**src/rtl/rs_syndrome_sched.sv**
```systemverilog
// rtl/rs_syndrome_sched.sv - RS syndrome frame sequencer; define RS_SYN_SKID_EN for the result skid register
`timescale 1ns/1ps

module rs_syndrome_sched #(
  parameter int BEATS     = 16,
  parameter int NSYN      = 16,
  parameter int SLICE_LAT = 1
) (
  input  logic                     clk,
  input  logic                     rst_n,
  input  logic [127:0]             s_data,
  input  logic                     s_valid,
  input  logic                     s_last,
  output logic                     s_ready,
  output logic [127:0]             slc_data,
  output logic                     slc_valid,
  output logic [$clog2(BEATS)-1:0] slc_beat,
  output logic                     slc_clear,
  input  logic [8*NSYN-1:0]        slc_syn,
  output logic [8*NSYN-1:0]        syn_out,
  output logic                     syn_zero,
  output logic                     syn_err,
  output logic                     syn_valid,
  input  logic                     syn_ready
);

  localparam int BW = $clog2(BEATS);
  localparam int DW = $clog2(SLICE_LAT + 2);

  typedef enum logic [1:0] {IDLE, ACCUM, DRAIN, HOLD} state_t;

  state_t          state;
  logic [BW-1:0]   beat_cnt;
  logic [DW-1:0]   drain_cnt;
  logic            frame_err;

  logic            accept;
  logic [BW-1:0]   idx;
  logic            at_end;
  logic            frame_end;
  logic            len_err;
  logic            can_capture;

  assign accept = s_valid && s_ready;

  // Beat index of the incoming beat and the frame-closing / length-error decode
  always_comb begin
    idx       = (state == IDLE) ? '0 : beat_cnt;
    at_end    = (idx == BW'(BEATS - 1));
    frame_end = s_last || at_end;
    len_err   = s_last ^ at_end;
`ifdef RS_SYN_SKID_EN
    can_capture = !syn_valid || syn_ready;
`else
    can_capture = 1'b1;
`endif
  end

  // Frame sequencer: beat intake, slice drive, pipeline drain and result hand-off
  always_ff @(posedge clk or negedge rst_n) begin
    if (!rst_n) begin
      state     <= IDLE;
      beat_cnt  <= '0;
      drain_cnt <= '0;
      frame_err <= 1'b0;
      s_ready   <= 1'b0;
      slc_data  <= '0;
      slc_valid <= 1'b0;
      slc_beat  <= '0;
      slc_clear <= 1'b0;
      syn_out   <= '0;
      syn_zero  <= 1'b0;
      syn_err   <= 1'b0;
      syn_valid <= 1'b0;
    end else begin
      slc_valid <= accept;
      slc_clear <= 1'b0;
      if (accept) begin
        slc_data <= s_data;
        slc_beat <= idx;
      end
      // A completed handshake empties the result register unless a capture below refills it
      if (syn_valid && syn_ready) begin
        syn_valid <= 1'b0;
      end
      case (state)
        IDLE, ACCUM: begin
          s_ready <= 1'b1;
          if (accept) begin
            beat_cnt <= idx + 1'b1;
            if (frame_end) begin
              frame_err <= len_err;
              drain_cnt <= DW'(SLICE_LAT + 1);
              s_ready   <= 1'b0;
              state     <= DRAIN;
            end else begin
              state <= ACCUM;
            end
          end
        end
        DRAIN: begin
          if (drain_cnt != '0) begin
            drain_cnt <= drain_cnt - 1'b1;
          end else if (can_capture) begin
            syn_out   <= slc_syn;
            syn_zero  <= (slc_syn == '0);
            syn_err   <= frame_err;
            syn_valid <= 1'b1;
`ifdef RS_SYN_SKID_EN
            // Slices are free again once the result sits in the output register
            slc_clear <= 1'b1;
            s_ready   <= 1'b1;
            state     <= IDLE;
`else
            state     <= HOLD;
`endif
          end
        end
        HOLD: begin
          if (syn_ready) begin
            slc_clear <= 1'b1;
            s_ready   <= 1'b1;
            state     <= IDLE;
          end
        end
        default: begin
          state   <= IDLE;
          s_ready <= 1'b0;
        end
      endcase
    end
  end

endmodule

```
**config.mk**
```make
export PLATFORM = sky130hd
export DESIGN_NAME = rs_syndrome_sched
export DESIGN_NICKNAME = d
export VERILOG_FILES = /design/src/rtl/rs_syndrome_sched.sv
export SDC_FILE = /design/constraint.sdc
export NUM_CORES = 1
export LEC_CHECK = 0
export CAP_MARGIN = 20
export CORE_AREA = 5 5 200 202
export CTS_CLUSTER_DIAMETER = 200
export DETAILED_ROUTE_END_ITERATION = 8
export DIE_AREA = 0 0 205 207
export PLACE_DENSITY = 0.66
export REMOVE_ABC_BUFFERS = 1
export SYNTH_ARGS = -nofsm -noshare
export SYNTH_HDL_FRONTEND = slang
export SYNTH_SLANG_ARGS = --single-unit
```
**constraint.sdc**
```tcl
create_clock -name clk -period 2.4 [get_ports clk]
set_clock_uncertainty 0.15 [all_clocks]
set_input_delay 0.48 -clock clk [delete_from_list [all_inputs] [get_ports clk]]
set_output_delay 0.48 -clock clk [all_outputs]
set_load 0.01 [all_outputs]
```
[Word-level counts from Yosys, hierarchy flattened]
Cells that the tools add are included.
Widths: inputs -> output; s select.
Storage, ports and cells
  bits in registers: 275
  latch bits: 0
  bits in writable memories: 0
  ROM bits: 0
  output and inout port bits: 266
  memories: 0
Cells by class
  $add $sub $neg: 2
  multipliers: 0
  div/mod/pow operators: 0
  magnitude comparators: 0
  equality and inequality tests: 9
  shift operators: 0
  muxes and demuxes: 19
  bitwise logic cells: 2
  reduce and logical (&&, ||, !) cells: 15
Operator list (number)
  $logic_not 128->1: 1
  $mux 2: 7
  $ne 2x2->1 const B: 5
  $mux 1: 8
  $pmux 2 s3: 1
  $reduce_and 2->1: 3
  $reduce_and 3->1: 2
  $reduce_bool 2->1: 3
  $add 4x1->4 const B: 1
  $eq 2x2->1 const B: 2
  $eq 4x4->1 const B: 1
  $mux 4: 1
  $pmux 2 s2: 1
  $reduce_and 4->1: 1
  $eq 2x1->1 const B: 1
  $logic_and 1x1->1: 2
  $logic_not 2->1: 1
  $pmux 1 s2: 1
  $reduce_or 2->1: 1
  $sub 2x1->2 const B: 1
  $logic_or 1x1->1: 1
  $not 1->1: 1
  $xor 1x1->1: 1

[Longest topological paths before layout]
  word-level depth: 7
  mapped depth: 8
  mapped depth without buffers: 8

[Worst setup path before layout]
OpenSTA, ideal clock, no wires.
  path kind: register -> register
  start point: register state[0]
  end point: register frame_err
  library setup time: 125 ps
  data arrival time: 1851 ps
  data required time: 2125 ps
  path slack: 274 ps
  cell stages (with the launch flop): 8
  path buffers: 0
  clock period less this slack: 2126 ps
  path through: dfrtp_1 nor2_1 nor2b_1 ha_1 o2111ai_1 ha_1 nor3_1 mux2_2
On the way
  longest elaborated chain between the ends: 5
  elaborated cells between the ends (all ways): 8
  those cells by class: eq/ne (2); mux (1); bitwise (1); reduce/logical (4)
RTL lines
  start: declaration: line 32  | state_t state;
  start signal: assignment: line 62  | state <= IDLE;
  start signal: assignment: line 95  | state <= DRAIN;
  start signal: assignment: line 97  | state <= ACCUM;
  $logic_not 2->1 *: line 48  | idx = (state == IDLE) ? '0 : beat_cnt;
  $mux 4 *: line 48
  named net idx[0]: line 38  | logic [BW-1:0] idx;
  $eq 4x4->1 *: line 49  | at_end = (idx == BW'(BEATS - 1));
  $logic_or 1x1->1: line 50  | frame_end = s_last || at_end;
  $reduce_and 3->1 (no line)
  end signal: assignment: line 92  | frame_err <= len_err;
  end: declaration: line 35  | logic frame_err;
Mark *: on every way through the listed nets, which the timed path passes. The rest lies on a longest branch.
A chain may end at the register's enable or synchronous reset.

[Worst setup path after layout]
  start point: register s_ready
  end point: output port s_ready
RTL lines
  start: declaration: line 14  | output logic s_ready,
  start signal: assignment: line 66  | s_ready <= 1'b0;
  start signal: assignment: line 88  | s_ready <= 1'b1;
  start signal: assignment: line 94  | s_ready <= 1'b0;
No word-level cell between the ends.

==> summary.txt <==
Worst setup path
  – Slowest CP cell: clkdlybuf4s50_1
  – Cells along the critical path: clkdlybuf4s50_1
  – Critical path class: flip-flop to output pin
  – Critical Path RT: 1.77 ns
  – Levels on crit path: 1
  – CP startpoint kind: flip-flop
  – R2R depth: 9
  – Crit path buf inv count: 1
  – Crit Path Max Fanout: 4
  – Crit path max-delay family: buffers and inverters
  – CP peak stage delay: 0.60 ns
  – CP Capture Type: output pin
  – Worst EP arrival: 1.63 ns

Synth
  – Seq/Total Area, Yosys: 63.60%
  – Flops & latches, synth: 275
  – Complex-gate fraction of the synthesized area: 1.110%
  – Mean area per synthesized cell: 16.37 um2
  – Adder-cell share of the synthesized area: 0.3469%
  – Post-synthesis mux area share: 29.24%
  – Post-Syn Instances: 661
  – Largest family of logic cells by synthesized area: multiplexers
  – Yosys warns: 0
  – Synth Area in Simple Gates: 3.608%
  – Post-Syn Area: 10820 um2
  – Cell variety after synth: 31
  – Xor and xnor area share after synthesis: 0.08094%

Detailed routing
  – Vias per inst: 4.386
  – Routed via count: 7750
  – Initial drt markers: 248
  – Pre-antenna DRT Iters: 4
  – Routed wire per std cell: 20.00 um
  – Residual DRC: 0
  – Routed Antenna Nets: 0
  – Total Wirelength: 35340 um

Power
  – VDD IR max: 775.6 uV
  – Psw: 6.281 mW
  – Logic pwr share: 41.5%
  – Power Internal: 15.17 mW
  – Pleak: 7.586 nW
  – Flop pwr share: 35.5%
  – PD cells: 1191 nW/um2
  – Clk pwr share: 23.0%
  – Switching Fraction: 29.28%

Min path
  – Hold WC Path Type: input port to asynchronous set/reset pin

Cells and area
  – Fill cells: 3345
  – Post-Layout Inst Area: 18020 um2
  – Layout Cells excl Fill: 1767
  – Most frequent cells in the layout: clkdlybuf4s50_1 (525), dfrtp_1 (275), mux2_2 (194), mux2_4 (60), nor4_1 (33)
  – Final core utilization: 47.28%
  – Antenna Cells: 0
  – Share of cells above drive strength 1: 27.54%
  – Commonest non-fill, non-tap cell in the layout: clkdlybuf4s50_1
  – Area Growth Syn to Fin: 66.52%
  – Layout Nets: 1488

Global routing
  – Initial antenna violation count: 1
  – Vias in the first global route: 8727
  – First-pass GRT wire length: 52870 um
  – All-layer global routing usage: 15.85%
  – Pin count of the biggest net entering global routing: 62
  – Grt ovf: 0

CTS
  – Post CTS Setup Buffer Count: 0
  – Clock sink count: 275
  – Clk Latency, worst-skew pair: 0.55 ns
  – H-tree levels: 1
  – Longest Clk Path Bufs: 3
  – CTS Root Cell: clkbuf_16
  – CTS clock-pin slew for the worst setup and hold paths: 0.06 ns
  – CTS tree: built
  – Num CTS Buffers: 31

Floorplan
  – Placeable Area: 38110 um2
  – Starting density of the core: 28.40%
  – Die Y: 207 um
  – Die Width: 205 um
  – Row cnt: 72
  – DIE AREA: 42440 um2
  – I/O Pins: 527

Timing
  – Final setup margin: 0.1396 ns
  – Finish-stage setup viols: 0
  – Fin crit share: 94.18%
  – RSZ-0062 raised after global routing: false
  – Setup TNS: 0 ns
  – Min Tclk post-route: 2.260 ns
  – Worst-Margin Slew: 0.6135 ns
  – Max_slew headroom: 58.73%
  – Final Max Slew Viols: 0
  – Fmax: 442.4 MHz
  – Final hold violation count: 0

Place
  – Final HPWL DP: 27710 um
  – DP Area: 16940 um2
  – Dpl ws: -0.4792 ns
  – Placed Instances: 1708
  – Port Buffers: 526
  – Routability Congestion: 0.8080

Status
  – Status: finished clean

Flow run
  – # Max-Cap Violations: 0
[cells by family after synthesis]
group	after synthesis
fa+ha+maj	3
compound gates	19
flops	275
simple gates	67
mux	261
buf+inv	35
xor+xnor	1
[metal layers]
| layer | GRT usage [%] | up-vias | wire (um) |
|---|---|---|---|
| met5 | 0 | - | 0 |
| met3 | 6.506 | 36 | 3834 |
| met4 | 3.373 | 0 | 550 |
| li1 | - | 3538 | - |
| met2 | 27.89 | 354 | 17330 |
| met1 | 18.07 | 3822 | 13620 |
[area by class of cell]
| cell class | count | area (um2) | area share [%] |
|---|---|---|---|
| repair buffers | 560 | 5653 | 31.37 |
| flip-flops and latches | 275 | 6882 | 38.19 |
| inverters | 5 | 18.77 | 0.1042 |
| multi-input cells | 351 | 3749 | 20.80 |
| clock inverters | 16 | 191.4 | 1.062 |
| well taps | 518 | 648.1 | 3.597 |
| clock buffers | 42 | 877.1 | 4.868 |
[flip-flops by register name, summed over array words and instances, names as in the netlist]
signal / flops
drain_cnt: 2
syn_valid: 1
state: 2
syn_out: 128
beat_cnt: 4
slc_data: 128
slc_clear: 1
frame_err: 1
slc_beat: 4
s_ready: 1
syn_err: 1
slc_valid: 1
syn_zero: 1
[stage by stage]
stage | hold WS (ns) | total power, mW
after floorplan | 0.03441 | 11.30
after global placement | 0.3150 | 16.56
after detailed placement | 0.3286 | 16.69
after CTS | 0.3224 | 21.75
after global routing | 0.3337 | 22.53
final | 0.3102 | 21.45
[final timing paths]
path	startpoint	end	slack, ns
min reg2reg	slc_beat[3]	slc_beat[3]	0.33
max in group asynchronous	rst_n	syn_out[69]	1.04
max	s_ready	s_ready	0.14
min in group clk	slc_beat[3]	slc_beat[3]	0.33
min	rst_n	slc_data[17]	0.31
max reg2reg	state[0]	drain_cnt[1]	0.27
[power groups by stage]
stage	Clock (mW)	Combinational [mW]	Sequential [mW]
finish	4.93	8.91	7.62
global route	5.25	9.41	7.87
floorplan	0	2.83	8.47
detailed placement	0	9.04	7.65
global placement	0	8.96	7.60
CTS	5.06	9.06	7.63
[cells in the mapped netlist]
cell type / number / area, um2
buf_2: 21 / 105.1
a21o_1: 1 / 7.510
o21bai_1: 1 / 7.510
mux2_1: 7 / 78.83
ha_1: 3 / 37.54
inv_1: 5 / 18.77
nor2b_1: 3 / 18.77
nand2_2: 2 / 12.51
nor2_1: 4 / 15.01
and3_1: 2 / 12.51
a211oi_1: 1 / 7.510
o21ai_0: 6 / 30.03
mux2_2: 194 / 2185
nor3b_1: 2 / 15.01
a32o_1: 1 / 10.01
nor3_1: 3 / 15.01
nand3_1: 2 / 10.01
a21oi_1: 5 / 25.02
clkbuf_1: 1 / 3.750
o2111ai_1: 1 / 8.760
a22o_1: 2 / 17.52
mux2_4: 60 / 900.9
nor2b_2: 1 / 8.760
o22ai_1: 1 / 6.260
buf_6: 8 / 90.09
nor4_1: 33 / 206.5
nand2b_1: 1 / 6.260
nand4_1: 7 / 43.79
dfrtp_1: 275 / 6882
nand2_1: 7 / 26.28
xor2_1: 1 / 8.760
[repair_timing]
item,in CTS,in global routing
gates resized for setup,0,0
endpoints found under the hold margin,54,0
hold buffers,1,0
No activity file was read; power rests on OpenSTA's default activity.
